--- config.mk ---
export PLATFORM = sky130hd
export DESIGN_NAME = mult_booth_seq
export DESIGN_NICKNAME = d
export VERILOG_FILES = /design/src/rtl/mult_pkg.sv /design/src/rtl/booth_r4_enc.sv /design/src/rtl/mult_booth_seq.sv
export SDC_FILE = /design/constraint.sdc
export NUM_CORES = 1
export LEC_CHECK = 0
export BUFFER_PORTS_ARGS = -buffer_cell sky130_fd_sc_hd__buf_4
export CAP_MARGIN = 20
export CORE_ASPECT_RATIO = 2
export CORE_UTILIZATION = 60
export CTS_CLUSTER_SIZE = 28
export DETAILED_ROUTE_END_ITERATION = 16
export PLACE_DENSITY = 0.81
export REMOVE_ABC_BUFFERS = 1
export SLEW_MARGIN = 10
export SYNTH_ARGS = -nofsm -noshare
export SYNTH_HDL_FRONTEND = slang
export SYNTH_SLANG_ARGS = --single-unit
--- constraint.sdc ---
create_clock -name clk -period 6 [get_ports clk]
set_input_delay 0.6 -clock clk [delete_from_list [all_inputs] [get_ports clk]]
set_output_delay 0.6 -clock clk [all_outputs]
set_load 0.02 [all_outputs]
--- src/rtl/mult_pkg.sv ---
// Shared types, Booth triplet codes and helpers for the sequential radix-4 Booth multiplier.
package mult_pkg;

  typedef enum logic {
    S_IDLE = 1'b0,
    S_CALC = 1'b1
  } state_t;

  // Radix-4 Booth triplets {b[2i+1], b[2i], b[2i-1]} and the digit each selects
  localparam logic [2:0] TRIP_Z0  = 3'b000;  //  0
  localparam logic [2:0] TRIP_P1A = 3'b001;  // +1
  localparam logic [2:0] TRIP_P1B = 3'b010;  // +1
  localparam logic [2:0] TRIP_P2  = 3'b011;  // +2
  localparam logic [2:0] TRIP_M2  = 3'b100;  // -2
  localparam logic [2:0] TRIP_M1A = 3'b101;  // -1
  localparam logic [2:0] TRIP_M1B = 3'b110;  // -1
  localparam logic [2:0] TRIP_Z1  = 3'b111;  //  0

  // Number of bits needed to hold values 0..v-1
  function automatic int unsigned clog2(input int unsigned v);
    int unsigned r;
    r = 0;
    for (int unsigned i = 0; i < 32; i++) begin
      if ((64'd1 << i) < 64'(v)) r = i + 1;
    end
    return r;
  endfunction

endpackage

--- src/rtl/booth_r4_enc.sv ---
// Radix-4 Booth digit encoder: multiplier triplet to negate/zero/double select flags.
module booth_r4_enc
  import mult_pkg::*;
(
  input  logic [2:0] i_trip,
  output logic       o_neg,
  output logic       o_zero,
  output logic       o_two
);

  always_comb begin
    o_neg  = 1'b0;
    o_zero = 1'b0;
    o_two  = 1'b0;
    case (i_trip)
      TRIP_Z0, TRIP_Z1:   o_zero = 1'b1;
      TRIP_P1A, TRIP_P1B: o_zero = 1'b0;
      TRIP_P2:            o_two  = 1'b1;
      TRIP_M2: begin
        o_neg = 1'b1;
        o_two = 1'b1;
      end
      TRIP_M1A, TRIP_M1B: o_neg  = 1'b1;
      default:            o_zero = 1'b1;
    endcase
  end

endmodule

--- src/rtl/mult_booth_seq.sv ---
// Sequential radix-4 Booth multiplier: one Booth digit per cycle, signed or unsigned
// operands selected at start, start/done handshake with a busy flag.
module mult_booth_seq
  import mult_pkg::*;
#(
  parameter int unsigned WIDTH = 16
) (
  input  logic                 clk,
  input  logic                 reset,
  input  logic                 start,
  input  logic                 is_signed,
  input  logic [WIDTH-1:0]     a,
  input  logic [WIDTH-1:0]     b,
  output logic [2*WIDTH-1:0]   out,
  output logic                 done,
  output logic                 busy
);

  localparam int unsigned XW = WIDTH + 2;
  localparam int unsigned N  = XW / 2;
  localparam int unsigned CW = clog2(N + 1);
  localparam int unsigned AW = 2 * XW;
  localparam int unsigned PW = XW + 2;

  state_t          r_state;
  state_t          w_state_nxt;
  logic            w_accept;
  logic            w_last;

  logic [XW-1:0]   r_mcand;
  logic [XW-1:0]   r_mplier;
  logic            r_prev;
  logic [CW-1:0]   r_cnt;
  logic [AW-1:0]   r_acc;

  logic [XW-1:0]   w_a_ext;
  logic [XW-1:0]   w_b_ext;
  logic            w_neg;
  logic            w_zero;
  logic            w_two;
  logic [PW-1:0]   w_mag;
  logic [PW-1:0]   w_pp;
  logic [PW-1:0]   w_hi;
  logic [PW-1:0]   w_sum;
  logic [AW-1:0]   w_acc_nxt;
  logic            w_unused_bits;

  // State register
  always_ff @(posedge clk or posedge reset) begin
    if (reset) r_state <= S_IDLE;
    else       r_state <= w_state_nxt;
  end

  // Next-state logic
  always_comb begin
    w_state_nxt = r_state;
    w_accept    = 1'b0;
    w_last      = 1'b0;
    case (r_state)
      S_IDLE: begin
        if (start) begin
          w_accept    = 1'b1;
          w_state_nxt = S_CALC;
        end
      end
      S_CALC: begin
        if (r_cnt == CW'(N - 1)) begin
          w_last      = 1'b1;
          w_state_nxt = S_IDLE;
        end
      end
      default: w_state_nxt = S_IDLE;
    endcase
  end

  // Two extra bits let unsigned operands stay positive in a signed datapath
  assign w_a_ext = is_signed ? {{2{a[WIDTH-1]}}, a} : {2'b00, a};
  assign w_b_ext = is_signed ? {{2{b[WIDTH-1]}}, b} : {2'b00, b};

  booth_r4_enc u_enc (
    .i_trip ({r_mplier[1:0], r_prev}),
    .o_neg  (w_neg),
    .o_zero (w_zero),
    .o_two  (w_two)
  );

  // Partial product is added into the top half, then the whole accumulator shifts right by 2
  assign w_mag     = w_two ? {r_mcand[XW-1], r_mcand, 1'b0} : {{2{r_mcand[XW-1]}}, r_mcand};
  assign w_pp      = w_zero ? '0 : (w_neg ? (~w_mag) + PW'(1) : w_mag);
  assign w_hi      = {{2{r_acc[AW-1]}}, r_acc[AW-1:XW]};
  assign w_sum     = w_hi + w_pp;
  assign w_acc_nxt = {w_sum, r_acc[XW-1:2]};

  assign w_unused_bits = ^{r_acc[1:0], w_acc_nxt[AW-1:2*WIDTH]};

  // Operand, accumulator, counter and output registers
  always_ff @(posedge clk or posedge reset) begin
    if (reset) begin
      r_mcand  <= '0;
      r_mplier <= '0;
      r_prev   <= 1'b0;
      r_cnt    <= '0;
      r_acc    <= '0;
      out      <= '0;
      done     <= 1'b0;
      busy     <= 1'b0;
    end else begin
      done <= 1'b0;
      if (w_accept) begin
        r_mcand  <= w_a_ext;
        r_mplier <= w_b_ext;
        r_prev   <= 1'b0;
        r_cnt    <= '0;
        r_acc    <= '0;
        busy     <= 1'b1;
      end else if (r_state == S_CALC) begin
        r_acc    <= w_acc_nxt;
        r_mplier <= {2'b00, r_mplier[XW-1:2]};
        r_prev   <= r_mplier[1];
        r_cnt    <= r_cnt + CW'(1);
        if (w_last) begin
          out   <= w_acc_nxt[2*WIDTH-1:0];
          done  <= 1'b1;
          busy  <= 1'b0;
          r_cnt <= '0;
        end
      end
    end
  end

endmodule

# == Word-level counts from Yosys, hierarchy flattened ==
# Index checks and enable logic that the tools add are counted.
# op_classes
addsub,3
n_bitwise,3
n_div,0
shift,0
n_lt_le_gt_ge,0
reduce_logical,8
n_mux,29
n_mul,0
n_eq_ne,6
# op_table
op,count
18-bit 2-to-1 mux,5
36-bit 2-to-1 mux,2
20-bit 2-to-1 mux,2
"20-bit by 1-bit adder with 20-bit output, second input constant",1
20-bit adder,1
20-bit inverter,1
1-bit 2-to-1 mux,16
"3-bit equality test, second input constant",4
4-bit 2-to-1 mux,3
"4-bit by 1-bit adder with 4-bit output, second input constant",1
"4-bit equality test, second input constant",1
2-bit nonzero test,2
2-bit OR reduction,2
"3-bit by 2-bit equality test with 1-bit output, second input constant",1
3-bit zero test,1
3-bit AND reduction,1
3-bit OR reduction,1
1-bit inverter,2
1-bit case mux with 2 select lines,1
2-bit AND reduction,1
# totals
wordCells,58
input_bits,36
mem_count,0
ff_bits,112
output_inout_bits,34
ram_bits,0
latch_bits,0
rom_bits,0

# == Logic depth before layout (Yosys ltp) ==
# Gate-level depths: netlist of run 1.
# depth
word_depth,11
mapped_depth,23
depth_no_buf,19

# == Modules after synthesis ==
# Synthesis of run 1 repeated with hierarchy kept, for this count alone.
# unflattened
cells_unflattened,696
area_unflattened_um2,6108.4
# modules_own_cells
mod,instances,cells_per_inst,seq_area_each_um2,area_per_inst_um2
mult_booth_seq,1,689,2702.6,6070.8
booth_r4_enc,1,7,0.0,37.5

# == Worst setup path after synthesis of run 1 ==
# Ideal clock, no wire load.
# synth_timing
kind,reg2reg
from,reg r_prev
to,reg r_acc[32]
required_time_ns,5.874
n_path_buf,3
path_stages_with_launch,22
slack_ns,1.421
setup_time_ns,0.126
arrival_time_ns,4.453
path_cell_list,dfrtp_1 -> buf_6 -> or3b_4 -> buf_6 -> nand2_1 -> mux2i_1 -> ha_1 -> nand2b_1 -> a21oi_1 -> o21ai_0 -> nand4bb_1 -> clkbuf_1 -> o21ai_0 -> xor2_1 -> o221ai_1 -> ha_1 -> and3_1 -> a221o_1 -> a21o_1 -> o31ai_1 -> nor3_1 -> a311o_1
# synth_between
elab_chain_cells,11
elab_cells_between_ends,20
cone_classes,add/sub: 2; eq/ne: 5; mux: 8; bitwise: 1; reduce/logical: 4
# synth_lines
element,line_no,text
start: declaration,mult_booth_seq.sv:32,logic r_prev;
start signal: assignment,mult_booth_seq.sv:119,r_prev <= r_mplier[1];
3-bit by 2-bit equality test with 1-bit output or 3-bit equality test (tied branches),booth_r4_enc.sv:15,case (i_trip)
2-bit OR reduction (no source line),n/a,
1-bit 2-to-1 mux,booth_r4_enc.sv:15,
18-bit 2-to-1 mux,mult_booth_seq.sv:88,"assign w_mag = w_two ? {r_mcand[XW-1], r_mcand, 1'b0} : {{2{r_mcand[XW-1]}}, r_mcand};"
20-bit inverter,mult_booth_seq.sv:89,assign w_pp = w_zero ? '0 : (w_neg ? (~w_mag) + PW'(1) : w_mag);
20-bit by 1-bit adder with 20-bit output,mult_booth_seq.sv:89,
20-bit 2-to-1 mux,mult_booth_seq.sv:89,
20-bit 2-to-1 mux (*),mult_booth_seq.sv:89,
20-bit adder (*),mult_booth_seq.sv:91,assign w_sum = w_hi + w_pp;
36-bit 2-to-1 mux (*),mult_booth_seq.sv:116,end else if (r_state == S_CALC) begin
36-bit 2-to-1 mux (*),mult_booth_seq.sv:109,if (w_accept) begin
end signal: assignment,mult_booth_seq.sv:117,r_acc <= w_acc_nxt;
end: declaration,mult_booth_seq.sv:34,logic [AW-1:0] r_acc;
# Every way passes the cells marked *; elsewhere a longest branch is shown, timed or not. The select of a mux whose other input is x is not followed.
# A chain may end at the register's enable or synchronous reset.

# == Worst setup path after layout of run 1 ==
# layout_timing
from,reg r_mplier[1]
to,reg r_acc[32]
# layout_between
elab_chain_cells,11
elab_cells_between_ends,20
cone_classes,add/sub: 2; eq/ne: 5; mux: 8; bitwise: 1; reduce/logical: 4
# layout_lines
element,line_no,text
start: declaration,mult_booth_seq.sv:31,logic [XW-1:0] r_mplier;
start signal: assignment,mult_booth_seq.sv:111,r_mplier <= w_b_ext;
start signal: assignment,mult_booth_seq.sv:118,"r_mplier <= {2'b00, r_mplier[XW-1:2]};"
3-bit by 2-bit equality test with 1-bit output or 3-bit equality test (tied branches),booth_r4_enc.sv:15,
2-bit OR reduction (no source line),n/a,
1-bit 2-to-1 mux,booth_r4_enc.sv:15,
18-bit 2-to-1 mux,mult_booth_seq.sv:88,
20-bit inverter,mult_booth_seq.sv:89,
20-bit by 1-bit adder with 20-bit output,mult_booth_seq.sv:89,
20-bit 2-to-1 mux,mult_booth_seq.sv:89,
20-bit 2-to-1 mux (*),mult_booth_seq.sv:89,
20-bit adder (*),mult_booth_seq.sv:91,
36-bit 2-to-1 mux (*),mult_booth_seq.sv:116,
36-bit 2-to-1 mux (*),mult_booth_seq.sv:109,
# Marked as above.

==> results.toml, run 1 <==
[outcome]
outcome = "completed"

[cts]
clock_latency_ns = 0.35
cts_hold_buf = 0
cts_setup_buffers = 0
root_buffer = "clkbuf_16"
cts_tree = "done"
cts_max_path_buffers = 2
cts.sink_count = 108
cts_buffers = 9
cts.repair.resized = 0
cts-htree-levels = 3
clkSlewWorstSetupHoldPaths_ns = 0.08

[sta]
post-route-period-util = 0.918
fmax_mhz = 182
slew_headroom = 0.312
setup_violations = 0
worst_pin_slew_ns = 1.03
finalHoldViolations = 0
slew_violations = 0
fin_hold_ws_ns = 0.313
rsz0062_at_grt = "false"
skew_ns = 0.0128
fin_crit_ns = 5.51
tns_ns = 0

[critical_path]
crit_end = "r_acc[32]"
cp.buffers_inverters = 0
worstSetupEndpointType = "flop"
cp_top_family = "simple AND/OR/NAND/NOR gates"
cp_slowest_cell = "dfrtp_1"
crit_arrival_ns = 5.74
startpoint_type = "flop"
r2r_slack_ns = 0.49
cpPeakStageDelay_ns = 0.72
r2r_cells = 18
critPathLaunch = "r_mplier[1]"
cp.depth = 18
regToRegEndpoint = "r_acc[32]"
timing.rr.start = "r_mplier[1]"
cp_max_fo = 22
path_class = "reg2reg"
worstPathRequired_ns = 6.23
cp_cell_sequence = "or3b_4 -> nand2_1 -> mux2i_1 -> ha_1 -> nand2b_1 -> a21oi_1 -> o21ai_0 -> nand4bb_1 -> nor3_1 -> xor2_1 -> o221ai_1 -> ha_1 -> and3_1 -> a221o_1 -> a21o_1 -> o31ai_1 -> nor3_1 -> a311o_1"

[floorplanning]
die_w_um = 75.9
start_util = 0.622
die_area_um2 = 11400
die_y_um = 150
coreArea_um2 = 10500
io_pins = 70
fp-row-count = 53

[finish]
layout-drive-gt1-share = 0.169
final_nets = 841
n_antenna_cell = 0
syn_to_final_growth_pct = 13.1

[power_and_ir_drop]
max-vdd-ir-drop_v = 0.000289
p_leak_nw = 3.36
cellPowerDensity_nw_per_um2 = 594

[logic_synthesis]
synth_edf_count = 0
yosysWarningCount = 0
synth-async-reset-ratio = 1.00
synth_area_um2 = 6560
ys.flop_type = "dfrtp_1"
synth.yosys.seq_area_share = 0.412
yosysUniqueCellTypes = 75
ys_seq_elements = 108
synth_cells = 743
synth.avg_cell_area_um2 = 8.83

[route]
dr.pass1.iters = 5
wirelength_mm = 16.8
drt_iter0_drc = 475
wire_per_inst_um = 18.2
viasPerCell = 6.13
remaining_drc_errors = 0
dr_total_vias = 5663
ant_nets = 0

[global_route]
grt_pass1_wl_mm = 27.6
grt.overflow.total = 0
track_usage = 0.307
grt_max_degree = 69
grt_pass1_vias = 5697
antenna_found_initial = 0

[place]
post-dp-hpwl_mm = 12.3
port_buffers = 69
routabilityCongestion = 1.02

[flow_run]
max_cap_violations = 0

[hold_path]
hold_path.class = "in2async"
==> cell usage in the layout (no fill, tap or decap), types with 5 or more instances in the layout <==
cell type | synthesis | final
a211o_1 | 5 | 5
a211oi_1 | 5 | 5
a21o_1 | 5 | 5
a21oi_1 | 35 | 35
buf_4 | 0 | 79
clkbuf_16 | 0 | 9
dfrtp_1 | 108 | 107
ha_1 | 22 | 22
inv_1 | 14 | 13
mux2_2 | 22 | 22
mux2i_1 | 21 | 21
nand2_1 | 143 | 143
nand2b_1 | 27 | 27
nand3_1 | 9 | 9
nand3b_1 | 10 | 10
nor2_1 | 34 | 34
nor2b_1 | 11 | 11
nor3_1 | 9 | 9
nor3b_1 | 7 | 7
o21ai_0 | 90 | 90
o221ai_1 | 5 | 5
o31ai_1 | 5 | 5
or3_1 | 5 | 5
xnor2_1 | 13 | 13
xor2_1 | 14 | 14
==> cell families (layout without fill, tap and decap cells) <==
logic type               count (synthesis)  count (layout)  synth area share
buffers and inverters                   65             109            0.0401
AND/OR/NAND/NOR                        280             280             0.209
adder cells (fa/ha/maj)                 23              23            0.0450
XOR/XNOR                                27              27            0.0361
multiplexers                            43              43            0.0698
flip-flops                             108             108             0.412
AO/OA/AOI/OAI                          197             197             0.188
==> cell usage after synthesis (all sizes together), types with 3 or more instances <==
master  number  area share
a22oi        3      0.0034
buf         12      0.0095
a21oi       36       0.028
ha          22       0.042
and3         3      0.0029
o221ai       6      0.0090
a311oi       4      0.0063
or3          5      0.0048
or2          3      0.0029
mux2i       21       0.032
a211o        5      0.0067
a21o         5      0.0057
o21a         4      0.0046
nand2b      27       0.026
nor2b       11       0.010
o21ai       91       0.069
o22ai        3      0.0029
nor2        34       0.019
nand3        9      0.0069
mux2        22       0.038
xor2        14       0.019
a31oi        4      0.0038
clkbuf      39       0.023
dfrtp      108        0.41
nor3        10      0.0084
nor3b        8      0.0099
inv         14      0.0080
a311o        3      0.0046
xnor2       13       0.017
nand2      143       0.082
nand3b      10       0.011
o31ai        5      0.0057
a211oi       5      0.0057
==> power breakdown <==
| part | switching (mW) | internal [mW] |
|---|---|---|
| clock | 0.303 | 0.297 |
| combinational | 1.35 | 1.01 |
| sequential | 0.364 | 1.08 |
==> final cells by class <==
cell class / instances / area [um2]
multi-input combinational: 570 / 3590
fill: 816 / 3120
sequential: 108 / 2700
timing repair buffer: 79 / 593
clock buffer: 9 / 225
tap: 137 / 171
clock inverter: 7 / 78.8
inverter: 14 / 55.1
==> state kept, by name (all words and copies together), names as in the netlist <==
signal	cells
out	32
busy	1
done	1
r_mplier	17
r_acc	34
r_state	1
r_cnt	4
r_mcand	17
r_prev	1
==> how the worst min path moves through the flow <==
| stage | endpoint | slack, ns |
|---|---|---|
| after floorplan | out[0] | 0.44 |
| after global placement | out[1] | 0.46 |
| after detailed placement | out[0] | 0.46 |
| after CTS | r_acc[33] | 0.33 |
| after global routing | r_acc[33] | 0.36 |
| final | r_acc[33] | 0.31 |
==> through the flow <==
step / setup slack, ns / util / cells / power, mW / area [um2]
CTS: 0.549 / 0.704 / 924 / 4.40 / 7420
finish: 0.492 / 0.704 / 924 / 4.41 / 7420
global placement: 0.755 / 0.675 / 908 / 3.67 / 7120
detailed placement: 0.592 / 0.675 / 908 / 3.79 / 7120
global route: 0.0261 / 0.704 / 924 / 4.73 / 7420
floorplan: 0.988 / - / 692 / 3.05 / 6350
==> routing by layer <==
layer | share of wire | wire length (um) | GRT usage | vias to the layer above
met1 | 0.38 | 6450 | 0.325 | 2740
met5 | 0 | 0 | 0 | -
met2 | 0.55 | 9250 | 0.600 | 171
met4 | 0.034 | 567 | 0.145 | 0
met3 | 0.033 | 549 | 0.0317 | 56
li1 | - | - | - | 2696
(Power assumes the default switching activity.)
==> run 2, diff against run 1 <==
--- a/config.mk
+++ b/config.mk
@@ -11,6 +11,8 @@
 export CORE_UTILIZATION = 60
 export CTS_CLUSTER_SIZE = 28
 export DETAILED_ROUTE_END_ITERATION = 16
+export GPL_ROUTABILITY_DRIVEN = 0
+export MAX_ROUTING_LAYER = met4
 export PLACE_DENSITY = 0.81
 export REMOVE_ABC_BUFFERS = 1
 export SLEW_MARGIN = 10
==> results.toml, run 2 (same netlist as run 1, synthesis figures left out) <==
[global_route]
antenna_found_initial = 0
grt_busiest_layer = "met2"
gr-usage-met3 = 0.0439
grtUsageMet2 = 0.551
grt_max_degree = 82
grt_use_met1 = 0.314
track_usage = 0.306
grt.overflow.total = 0
grt_pass1_vias = 5676
grt_pass1_wl_mm = 26.9

[finish]
reg_top3 = "r_acc x34, out x32"
final_nets = 842
nFillCells = 804
largest_register = "r_acc"
fin_area_um2 = 7440
largest_register_ff_count = 34
final_common_cell = "nand2_1"
n_antenna_cell = 0
syn_to_final_growth_pct = 13.4
mostFrequentLayoutCells = "143 x nand2_1, 107 x dfrtp_1, 90 x o21ai_0"
layout-drive-gt1-share = 0.170
final_core_util = 0.706

[route]
viasPerCell = 6.31
remaining_drc_errors = 0
drt_iter0_drc = 505
ant_nets = 0
wire_per_inst_um = 17.6
dr.pass1.iters = 6
dr_total_vias = 5839
wirelength_mm = 16.3

[cts]
cts.repair.resized = 0
clkSlewWorstSetupHoldPaths_ns = 0.08
cts_hold_buf = 0
cts_max_path_buffers = 2
clock_latency_ns = 0.35
root_buffer = "clkbuf_16"
cts_setup_buffers = 0
cts.sink_count = 108
cts-htree-levels = 3
cts_tree = "done"
cts_buffers = 9

[floorplanning]
fp-row-count = 53
coreArea_um2 = 10500
start_util = 0.622
die_w_um = 75.9
io_pins = 70
die_y_um = 150
die_area_um2 = 11400

[sta]
tns_ns = 0
setup_ws_ns = 0.292
post-route-period-util = 0.951
setup_violations = 0
rsz0062_at_grt = "false"
finalHoldViolations = 0
fin_crit_ns = 5.71
worst_pin_slew_ns = 1.05
slew_headroom = 0.300
skew_ns = 0.00925
fmax_mhz = 175
slew_violations = 0

[critical_path]
r2r_cells = 18
cp_max_fo = 25
path_class = "reg2reg"
cp.buffers_inverters = 0
cp_slowest_cell = "dfrtp_1"
startpoint_type = "flop"
cp_top_family = "compound AO/OA/AOI/OAI gates"
crit_arrival_ns = 5.94
cp_cell_sequence = "nand3b_1 -> nand2_1 -> mux2i_1 -> ha_1 -> nand2b_1 -> a21oi_1 -> o21ai_0 -> nand4bb_1 -> o21ai_0 -> xor2_1 -> o221ai_1 -> ha_1 -> and3_1 -> a221o_1 -> a21o_1 -> o31ai_1 -> nor3_1 -> a311o_1"
worstSetupEndpointType = "flop"
worstPathRequired_ns = 6.24
cpPeakStageDelay_ns = 0.81
cp.depth = 18

[place]
pre_cts_slack_ns = 0.478
placed_cell_area_um2 = 7120
port_buffers = 69
post-dp-hpwl_mm = 11.8

[power_and_ir_drop]
power_mw = 4.42
cellPowerDensity_nw_per_um2 = 594
max-vdd-ir-drop_v = 0.000350
p_leak_nw = 3.37

[outcome]
outcome = "completed"

[hold_path]
hold_path.class = "in2async"

[flow_run]
max_cap_violations = 0
==> run 2: cell count changes in the layout (fill, tap and decap cells not counted), sizes merged <==
cell,change
clkbuf,+1
buf,+1
clkinv,-2
clkinvlp,+1
==> run 2: layer usage <==
layer / up-vias / share of wire
met5: - / 0
met4: 0 / 0.046
met3: 66 / 0.046
met2: 249 / 0.54
met1: 2829 / 0.37
li1: 2695 / -
==> run 2: power by group <==
group          internal, mW  switching [mW]  leakage, nW
clock network         0.302           0.284        0.144
logic                  1.02            1.39         1.88
registers              1.08           0.354         1.35
==> run 2: worst paths after layout <==
path	slack, ns	startpoint	endpoint
worst max-delay path	0.29	r_prev	r_acc[32]
max in group asynchronous	4.79	reset	r_mplier[16]
min in group clk	0.48	out[11]	out[11]
worst min-delay path	0.23	reset	r_acc[33]
worst min register to register	0.48	out[11]	out[11]
worst max register to register	0.29	r_prev	r_acc[32]
==> run 2: layout make-up <==
| cell class | count | area (um2) | area share |
|---|---|---|---|
| Timing Repair Buffer | 80 | 621 | 0.0834 |
| Tap cell | 137 | 171 | 0.0230 |
| Multi-Input combinational cell | 570 | 3590 | 0.483 |
| Clock inverter | 6 | 57.6 | 0.00773 |
| Inverter | 14 | 55.1 | 0.00740 |
| Clock buffer | 10 | 239 | 0.0321 |
| Sequential cell | 108 | 2700 | 0.363 |
==> run 2: metrics by stage <==
stage / hold slack, ns / cells
after floorplan: 0.440 / 692
final: 0.231 / 925
after global routing: 0.261 / 925
after detailed placement: 0.464 / 908
after CTS: 0.238 / 924
after global placement: 0.451 / 908
==> run 3, diff against run 2 <==
--- a/config.mk
+++ b/config.mk
@@ -7,7 +7,7 @@
 export LEC_CHECK = 0
 export BUFFER_PORTS_ARGS = -buffer_cell sky130_fd_sc_hd__buf_4
 export CAP_MARGIN = 20
-export CORE_ASPECT_RATIO = 2
+export CORE_MARGIN = 4
 export CORE_UTILIZATION = 60
 export CTS_CLUSTER_SIZE = 28
 export DETAILED_ROUTE_END_ITERATION = 16
==> results.toml, run 3 (same netlist as run 1, synthesis figures left out) <==
[sta]
worst_pin_slew_ns = 0.999
fin_crit_ns = 5.53
fin_hold_ws_ns = 0.229
setup_violations = 0
post-route-period-util = 0.922
fmax_mhz = 181
slew_headroom = 0.331
rsz0062_at_grt = "false"
tns_ns = 0
finalHoldViolations = 0
slew_violations = 0
skew_ns = 0.00889

[cts]
root_buffer = "clkbuf_8"
cts.sink_count = 108
cts_max_path_buffers = 2
cts_buffers = 9
cts-htree-levels = 3
cts_tree = "done"
clkSlewWorstSetupHoldPaths_ns = 0.11
clock_latency_ns = 0.39

[finish]
syn_to_final_growth_pct = 11.5
multi_input_area_um2 = 3590
n_antenna_cell = 0
largest_register_ff_count = 34
final_common_cell = "nand2_1"
layout-drive-gt1-share = 0.169
final_nets = 841
reg_top3 = "r_acc x34, out x32"
mostFrequentLayoutCells = "143 x nand2_1, 106 x dfrtp_1, 90 x o21ai_0"
fin_area_um2 = 7310
largest_register = "r_acc"
nFillCells = 838
seqCellArea_um2 = 2710

[floorplanning]
io_pins = 70
start_util = 0.627
coreArea_um2 = 10500
die_y_um = 113
die_w_um = 113
fp-row-count = 37
die_area_um2 = 12700

[critical_path]
worstSetupEndpointType = "flop"
path_class = "reg2reg"
worstPathRequired_ns = 6.28
cp_top_family = "simple AND/OR/NAND/NOR gates"
crit_arrival_ns = 5.82
cpPeakStageDelay_ns = 0.54
cp_slowest_cell = "dfrtp_1"
cp_cell_sequence = "buf_4 -> nor3b_2 -> nor2_1 -> nand2_1 -> ha_1 -> nand2b_1 -> a21oi_1 -> o21ai_0 -> nand4bb_1 -> nor3_1 -> xor2_1 -> o221ai_1 -> ha_1 -> and3_1 -> a221o_1 -> a21o_1 -> o31ai_1 -> nor3_1 -> a311o_1"
timing.rr.start = "r_prev"
critPathLaunch = "r_prev"
cp.buffers_inverters = 1
startpoint_type = "flop"
cp_max_fo = 26

[power_and_ir_drop]
cellPowerDensity_nw_per_um2 = 582
max-vdd-ir-drop_v = 0.000330
p_leak_nw = 3.31

[global_route]
antenna_found_initial = 0
grt_max_degree = 75
grt_pass1_vias = 5436
track_usage = 0.256
grt.overflow.total = 0
grt_pass1_wl_mm = 26.2

[place]
port_buffers = 69
post-dp-hpwl_mm = 10.8
placed_cell_area_um2 = 7120

[route]
drt_iter0_drc = 590
dr_total_vias = 5672
ant_nets = 0
wire_per_inst_um = 16.9
remaining_drc_errors = 0
viasPerCell = 6.15
wirelength_mm = 15.6
dr.pass1.iters = 5

[flow_run]
max_cap_violations = 0

[outcome]
outcome = "completed"

[hold_path]
hold_path.class = "in2async"
[run 3: cell types whose count changed in the layout (fill, tap and decap cells not counted)]
cell,change
buf_16,-1
bufinv_16,+1
clkbuf_1,+1
clkbuf_16,-9
clkbuf_8,+8
clkinv_2,+1
clkinv_8,-1
clkinvlp_4,-1
dfrtp_1,-1
dfrtp_2,+1
[run 3: per-layer routing]
metal | vias up | wire length (um) | global-route usage
li1 | 2687 | - | -
met1 | 2721 | 6710 | 0.333
met2 | 225 | 7470 | 0.404
met3 | 39 | 985 | 0.0437
met4 | 0 | 421 | 0.0962
met5 | - | 0 | -
[run 3: path summary, 6_finish.rpt]
kind / end / slack, ns / cells past startpoint
setup / recovery: r_acc[32] / 0.47 / 19
hold reg to reg: out[11] / 0.49 / 2
min in group clk: r_mcand[12] / 0.44 / 2
max in group asynchronous: r_state / 4.44 / 3
hold / removal: r_mplier[7] / 0.23 / 2
setup reg to reg: r_acc[32] / 0.47 / 19
[run 3: per-stage QoR]
| stage | total power, mW | std cells | worst slack, ns | util |
|---|---|---|---|---|
| after floorplan | 3.05 | 692 | 0.988 | - |
| after global placement | 3.64 | 907 | 0.821 | 0.680 |
| after detailed placement | 3.76 | 907 | 0.555 | 0.680 |
| after CTS | 4.24 | 923 | 0.506 | 0.699 |
| after global routing | 4.60 | 923 | 0.128 | 0.699 |
| final | 4.26 | 923 | 0.468 | 0.699 |
[run 3: timing repair]
action / CTS / global route
gates resized for setup: 0 / 1
hold buffers: 0 / 0
setup buffers: 0 / 0
setup endpoints to repair: 0 / 1
[run 3: report_power, final]
group	switching [mW]	leakage (nW)	internal, mW	total (mW)
combinational	1.37	1.86	1.02	2.38
clock	0.267	0.103	0.198	0.465
sequential	0.333	1.35	1.08	1.41
total	1.97	3.31	2.29	4.26
[run 3: layout make-up]
cell class	count	share of cell area
clock buffers	10	0.0175
clock inverters	6	0.00941
inverters	14	0.00753
multi-input cells	570	0.491
flip-flops and latches	108	0.370
well taps	136	0.0233
repair buffers	79	0.0811
[run 3: worst register-to-register path: cells and delay by family (launching register included)]
kind | cells | cell delay, ns
compound gates | 7 | 1.73
simple gates | 8 | 2.01
flops | 1 | 0.54
xor+xnor | 1 | 0.20
buf+inv | 1 | 0.30
fa+ha+maj | 2 | 0.65
